===== src/rtl/commit_trace_buffer_if.sv =====
// Bundle between the dual-issue memory stage, the trace formatter and the commit trace buffer.
// The master side is the pipeline plus consumer; the slave side is the buffer itself.
interface commit_trace_buffer_if #(parameter int CNT_W = 32);
  logic              v1, v2;
  logic [29:0]       pc1, pc2;
  logic [31:0]       inst1, inst2;
  logic [4:0]        rd1, rd2;
  logic [31:0]       data1, data2;
  logic [31:0]       addr1, addr2;
  logic [1:0]        kind1, kind2;
  logic              out_valid;
  logic              out_ready;
  logic [29:0]       out_pc;
  logic [31:0]       out_inst;
  logic [4:0]        out_rd;
  logic [31:0]       out_data;
  logic [31:0]       out_addr;
  logic [1:0]        out_kind;
  logic              stall;
  logic              overflow;
  logic [CNT_W-1:0]  retire_cnt;

  modport master (
    output v1, pc1, inst1, rd1, data1, addr1, kind1,
    output v2, pc2, inst2, rd2, data2, addr2, kind2,
    output out_ready,
    input  out_valid, out_pc, out_inst, out_rd, out_data, out_addr, out_kind,
    input  stall, overflow, retire_cnt
  );

  modport slave (
    input  v1, pc1, inst1, rd1, data1, addr1, kind1,
    input  v2, pc2, inst2, rd2, data2, addr2, kind2,
    input  out_ready,
    output out_valid, out_pc, out_inst, out_rd, out_data, out_addr, out_kind,
    output stall, overflow, retire_cnt
  );
endinterface


===== src/rtl/commit_trace_buffer.sv =====
// In-order FIFO capturing up to two retired records per cycle and draining one per cycle.
// A dual retire is all-or-nothing: if both slots cannot fit, the whole cycle is dropped.
module commit_trace_buffer #(
  parameter int DEPTH = 8,
  parameter int CNT_W = 32
) (
  input logic             CLK,
  input logic             RST,
  commit_trace_buffer_if.slave bus
);
  localparam int PW = $clog2(DEPTH);

  typedef struct packed {
    logic [29:0] pc;
    logic [31:0] inst;
    logic [4:0]  rd;
    logic [31:0] data;
    logic [31:0] addr;
    logic [1:0]  kind;
  } rec_t;

  rec_t             mem_q [DEPTH];
  logic [PW-1:0]    wptr_q, wptr_d, rptr_q, rptr_d, wptr_p1;
  logic [PW:0]      cnt_q, cnt_d, free;
  logic             ovf_q, ovf_d;
  logic [CNT_W-1:0] rcnt_q, rcnt_d;

  rec_t       rec1, rec2, wr0, head;
  logic [1:0] req, acc_n;
  logic       accept, pop, we0, we1;

  // A register write to x0 has no architectural destination.
  function automatic rec_t norm(input logic [29:0] pc, input logic [31:0] inst,
                                input logic [4:0] rd, input logic [31:0] data,
                                input logic [31:0] addr, input logic [1:0] kind);
    rec_t r;
    r.pc   = pc;
    r.inst = inst;
    r.rd   = rd;
    r.data = data;
    r.addr = addr;
    r.kind = (kind == 2'b01 && rd == 5'd0) ? 2'b00 : kind;
    return r;
  endfunction

  assign rec1 = norm(bus.pc1, bus.inst1, bus.rd1, bus.data1, bus.addr1, bus.kind1);
  assign rec2 = norm(bus.pc2, bus.inst2, bus.rd2, bus.data2, bus.addr2, bus.kind2);

  assign req     = {1'b0, bus.v1} + {1'b0, bus.v2};
  assign free    = (PW+1)'(DEPTH) - cnt_q;
  assign accept  = ({{(PW-1){1'b0}}, req} <= free);
  assign acc_n   = accept ? req : 2'd0;
  assign pop     = (cnt_q != '0) && bus.out_ready;
  assign wptr_p1 = wptr_q + PW'(1);

  // The oldest valid slot always lands at the write pointer.
  assign wr0 = bus.v1 ? rec1 : rec2;
  assign we0 = accept && (req != 2'd0);
  assign we1 = accept && (req == 2'd2);

  always_comb begin
    wptr_d = wptr_q + PW'(acc_n);
    rptr_d = rptr_q + (pop ? PW'(1) : PW'(0));
    cnt_d  = cnt_q + (PW+1)'(acc_n) - (PW+1)'(pop);
    ovf_d  = ovf_q | ~accept;
    rcnt_d = rcnt_q + CNT_W'(acc_n);
  end

  always_ff @(posedge CLK) begin
    if (RST) begin
      wptr_q <= '0;
      rptr_q <= '0;
      cnt_q  <= '0;
      ovf_q  <= 1'b0;
      rcnt_q <= '0;
    end else begin
      wptr_q <= wptr_d;
      rptr_q <= rptr_d;
      cnt_q  <= cnt_d;
      ovf_q  <= ovf_d;
      rcnt_q <= rcnt_d;
    end
  end

  // Storage is not reset; stale entries are masked by the head gating below.
  always_ff @(posedge CLK) begin
    if (we0) mem_q[wptr_q]  <= wr0;
    if (we1) mem_q[wptr_p1] <= rec2;
  end

  assign head = (cnt_q != '0) ? mem_q[rptr_q] : '0;

  assign bus.out_valid  = (cnt_q != '0);
  assign bus.out_pc     = head.pc;
  assign bus.out_inst   = head.inst;
  assign bus.out_rd     = head.rd;
  assign bus.out_data   = head.data;
  assign bus.out_addr   = head.addr;
  assign bus.out_kind   = head.kind;
  assign bus.stall      = (free < (PW+1)'(2));
  assign bus.overflow   = ovf_q;
  assign bus.retire_cnt = rcnt_q;
endmodule


===== src/flat_wrapper.sv =====
// flat-port wrapper written by rule: the top's interface ports become plain ports
module commit_trace_buffer_flat 
#(
  parameter int DEPTH = 8,
  parameter int CNT_W = 32
)
  (CLK, RST, bus_v1, bus_pc1, bus_inst1, bus_rd1, bus_data1, bus_addr1, bus_kind1, bus_v2, bus_pc2, bus_inst2, bus_rd2, bus_data2, bus_addr2, bus_kind2, bus_out_ready, bus_out_valid, bus_out_pc, bus_out_inst, bus_out_rd, bus_out_data, bus_out_addr, bus_out_kind, bus_stall, bus_overflow, bus_retire_cnt);
  commit_trace_buffer_if #(.CNT_W(CNT_W)) bus_i ();
  input logic CLK;
  input logic RST;
  input wire logic [$bits(bus_i.v1)-1:0] bus_v1;
  input wire logic [$bits(bus_i.pc1)-1:0] bus_pc1;
  input wire logic [$bits(bus_i.inst1)-1:0] bus_inst1;
  input wire logic [$bits(bus_i.rd1)-1:0] bus_rd1;
  input wire logic [$bits(bus_i.data1)-1:0] bus_data1;
  input wire logic [$bits(bus_i.addr1)-1:0] bus_addr1;
  input wire logic [$bits(bus_i.kind1)-1:0] bus_kind1;
  input wire logic [$bits(bus_i.v2)-1:0] bus_v2;
  input wire logic [$bits(bus_i.pc2)-1:0] bus_pc2;
  input wire logic [$bits(bus_i.inst2)-1:0] bus_inst2;
  input wire logic [$bits(bus_i.rd2)-1:0] bus_rd2;
  input wire logic [$bits(bus_i.data2)-1:0] bus_data2;
  input wire logic [$bits(bus_i.addr2)-1:0] bus_addr2;
  input wire logic [$bits(bus_i.kind2)-1:0] bus_kind2;
  input wire logic [$bits(bus_i.out_ready)-1:0] bus_out_ready;
  output wire logic [$bits(bus_i.out_valid)-1:0] bus_out_valid;
  output wire logic [$bits(bus_i.out_pc)-1:0] bus_out_pc;
  output wire logic [$bits(bus_i.out_inst)-1:0] bus_out_inst;
  output wire logic [$bits(bus_i.out_rd)-1:0] bus_out_rd;
  output wire logic [$bits(bus_i.out_data)-1:0] bus_out_data;
  output wire logic [$bits(bus_i.out_addr)-1:0] bus_out_addr;
  output wire logic [$bits(bus_i.out_kind)-1:0] bus_out_kind;
  output wire logic [$bits(bus_i.stall)-1:0] bus_stall;
  output wire logic [$bits(bus_i.overflow)-1:0] bus_overflow;
  output wire logic [$bits(bus_i.retire_cnt)-1:0] bus_retire_cnt;
  assign bus_i.v1 = bus_v1;
  assign bus_i.pc1 = bus_pc1;
  assign bus_i.inst1 = bus_inst1;
  assign bus_i.rd1 = bus_rd1;
  assign bus_i.data1 = bus_data1;
  assign bus_i.addr1 = bus_addr1;
  assign bus_i.kind1 = bus_kind1;
  assign bus_i.v2 = bus_v2;
  assign bus_i.pc2 = bus_pc2;
  assign bus_i.inst2 = bus_inst2;
  assign bus_i.rd2 = bus_rd2;
  assign bus_i.data2 = bus_data2;
  assign bus_i.addr2 = bus_addr2;
  assign bus_i.kind2 = bus_kind2;
  assign bus_i.out_ready = bus_out_ready;
  assign bus_out_valid = bus_i.out_valid;
  assign bus_out_pc = bus_i.out_pc;
  assign bus_out_inst = bus_i.out_inst;
  assign bus_out_rd = bus_i.out_rd;
  assign bus_out_data = bus_i.out_data;
  assign bus_out_addr = bus_i.out_addr;
  assign bus_out_kind = bus_i.out_kind;
  assign bus_stall = bus_i.stall;
  assign bus_overflow = bus_i.overflow;
  assign bus_retire_cnt = bus_i.retire_cnt;
  commit_trace_buffer #(.DEPTH(DEPTH), .CNT_W(CNT_W)) u_core (.CLK(CLK), .RST(RST), .bus(bus_i));
endmodule

===== config.mk =====
export PLATFORM = sky130hd
export DESIGN_NAME = commit_trace_buffer_flat
export DESIGN_NICKNAME = d
export VERILOG_FILES = /design/src/rtl/commit_trace_buffer_if.sv /design/src/rtl/commit_trace_buffer.sv /design/src/flat_wrapper.sv
export SDC_FILE = /design/constraint.sdc
export NUM_CORES = 2
export LEC_CHECK = 0
export ABC_AREA = 1
export ABC_CLOCK_PERIOD_IN_PS = 13900
export CORE_UTILIZATION = 45
export DETAILED_ROUTE_END_ITERATION = 10
export PLACE_DENSITY = 0.68
export SLEW_MARGIN = 20
export SYNTH_ARGS = -nofsm -noshare
export SYNTH_HDL_FRONTEND = slang
export SYNTH_SLANG_ARGS = --single-unit

===== constraint.sdc =====
create_clock -name CLK -period 13.9 [get_ports CLK]
set_input_delay 2.78 -clock CLK [delete_from_list [all_inputs] [get_ports CLK]]
set_output_delay 2.78 -clock CLK [all_outputs]
set_load 0.01 [all_outputs]

==> impl_results.md <==
* Syn Inst Count at 7765
* Status: completed
* Fmax achieved at 115 MHz
* CP dominant cell by count: nor2_1
* Slew Viols, Final at 0
* First-pass GRT wire length at 345000 um
* Postcts setup bufs at 0
* Yosys reg bits at 1107
* Skew-Pair Late Insertion Delay at 0.78 ns
* Slowest CP cell: buf_4
* R2R cell count at 12
* Final setup violation count at 0
* Top Family by Delay on Critical Path: buffers and inverters
* Final net count at 7860
* Endpoint class of the critical path: primary output
* Post-synth top area cell: edfxtp_1
* DRC at 0
* Hold Buf Count CTS at 0
* Gpl congestion at 0.828
* # rows at 136
* Peak supply drop at 0.000422 V
* Area grow syn2layout at 12.8%
* Final hold viol count at 0
* Placed cell areas at 0.0670 mm2
* DP HPWL at 114000 um
* RSZ-0062 raised after global routing: no
* Total GRT Usage at 0.317
* CTS Buf Count at 121
* Pleak at 28.4 nW
* Vias in the first global route at 56000
* Resize count post-CTS at 0
* Setup Skew at 0.0465 ns
* DR vias at 59600
* Drt first pass iters at 7
* Share of layout cells above drive strength 1 at 0.0385
* Core Region at 0.138 mm2
* Die X at 376 um
* CP Cell Sequence: buf_12, buf_16, buf_4, buf_4, nor2_1, nor2_1, o21ai_0, o211ai_1, nand2_1, nor2_1, clkdlybuf4s50_1
* Total clock sinks at 1107
* Critical path buffers and inverters at 5
* Slew headroom at 0.158
* H-Tree Depth at 3
* Clock period minus worst slack at 8.71 ns
* Filler instances at 12500
* Most frequent cells in the layout: 2758 x nand2_1, 1066 x nand4_1, 1064 x edfxtp_1, 1011 x nor2_1, 535 x o21ai_0
* Initial antenna violation count at 15
* Die area at 0.141 mm2
* Synth area leaders: edfxtp_1 51%, nand2_1 16%, nand4_1 11%, nor2_1 6.0%, o21ai_0 4.3%
* Levels on crit path at 11
* Worst slew pin tran at 1.26 ns
* Total congestion overflow at 0
* Max_cap viols at 0
* Setup CP Type: reg2out
* DR vias/cell at 6.25
* Fin area at 0.0709 mm2
* Seq/Total Area, Yosys at 0.522
* DR WL/cell at 24.3 um
* Util after Layout at 0.514
* Count of cell types in the netlist at 33
* Starting DRC count in detailed routing at 8037
* Port Buffers at 438
* Crit start category: register
* Syn_nets at 8056
* Mean Syn Cell Area at 8.10 um2
* PwrDens at 203 mW/mm2
* Ys Warns at 0
* Largest net degree at the start of global routing at 284
* Num ports at 439
* Post-route setup TNS at 0 ns
* Root Driver: clkbuf_16
* TritonCTS clock tree: yes
* Total power draw at 14.4 mW
* Die H at 376 um
* Reg clk slew, reported paths at 0.06 ns
* Initial Utilization at 0.455
* Hold Crit Depth at 2
* Routed wire length at 232000 um
* Commonest non-fill, non-tap cell in the layout: nand2_1
* Final period util at 0.626
* Hold_ws at 0.461 ns
* Netlist Area Pre-Place at 0.0629 mm2
* Hold crit path type: reg2reg
* Worst path required time at 11.12 ns
* Slowest Stage Delay on Critical Path at 0.95 ns
* DRT antenna net count at 0
* Highest fanout seen on the critical path at 159
* CTS Buffer Depth at 3
* CP arrival at 5.93 ns
* Yosys top cell area share at 0.508
-- stage by stage --
step	std cells	setup slack (ns)
floorplan	7765	2.77
global placement	9304	4.94
detailed placement	9304	4.93
CTS	9521	5.33
global route	9529	4.87
finish	9530	5.19
-- cell usage after synthesis (all sizes together) --
| master | number |
|---|---|
| o22ai | 133 |
| buf | 345 |
| dfxtp | 43 |
| a31oi | 1 |
| or2 | 1 |
| inv | 54 |
| nand4 | 1067 |
| nand3 | 26 |
| xnor2 | 8 |
| a211oi | 1 |
| fa | 3 |
| nand2 | 2759 |
| o211ai | 133 |
| nand3b | 8 |
| a21oi | 22 |
| clkbuf | 503 |
| edfxtp | 1064 |
| o21a | 3 |
| nor3 | 2 |
| ha | 17 |
| o21ai | 546 |
| nor2 | 1019 |
| and2 | 2 |
| xor2 | 5 |
-- area by class of cell --
class,count,area (um2),area share
Antenna cell,4,10.0,0.000141
Clock buffer,143,3110,0.0439
Clock inverter,74,587,0.00828
Inverter,54,220,0.00311
Multi-Input combinational cell,5756,26500,0.373
Sequential cell,1107,32800,0.463
Tap cell,1863,2330,0.0329
Timing Repair Buffer,529,5350,0.0755
-- worst paths after layout --
kind / start / to / slack (ns)
worst max-delay path: u_core.rptr_q[0]$_SDFF_PP0_ / bus_out_addr[5] / 5.19
worst min-delay path: u_core.bus.overflow$_SDFF_PP0_ / u_core.bus.overflow$_SDFF_PP0_ / 0.46
worst max register to register: u_core.cnt_q[0]$_SDFF_PP0_ / u_core.mem_q[0][73]$_DFFE_PP_ / 8.38
worst min register to register: u_core.bus.overflow$_SDFF_PP0_ / u_core.bus.overflow$_SDFF_PP0_ / 0.46
-- power by group --
part           total (mW)  switching (mW)  internal, mW
Clock                3.10            1.40          1.70
Sequential           4.87           0.195          4.68
Combinational        6.45            4.71          1.74
-- cell families (layout without fill, tap and decap cells) --
group | Yosys count | count (layout) | synth area share
fa+ha+maj | 20 | 20 | 0.00434
flops | 1107 | 1107 | 0.522
xor+xnor | 13 | 13 | 0.00193
buf+inv | 902 | 800 | 0.0597
other cells | 0 | 4 | 0
simple gates | 4884 | 4884 | 0.337
compound gates | 839 | 839 | 0.0749
-- registers in the layout, summed over array words and instances (netlist names) --
name	cells
u_core.bus.overflow	1
u_core.bus.retire_cnt	32
u_core.cnt_q	4
u_core.mem_q	1064
u_core.rptr_q	3
u_core.wptr_q	3
-- worst reg2reg max path: stages (launching register included) --
cell	delay, ns
dfxtp_1	0.35
inv_1	0.07
ha_1	0.30
inv_1	0.05
ha_1	0.29
nand2_1	0.07
a21oi_1	0.09
nand4_4	0.32
buf_4	0.82
nand3_4	0.97
o21ai_4	0.32
buf_4	0.60
buf_4	0.86
-- metal layers --
metal  up-vias  routed length, um  global-route usage
met5         -                101                   0
met1     28200              87200               0.417
met4        14              10100               0.154
li1      26600                  -                   -
met3       657              27400              0.0560
met2      4134             107000               0.506
No activity file was read; power rests on OpenSTA's default activity.
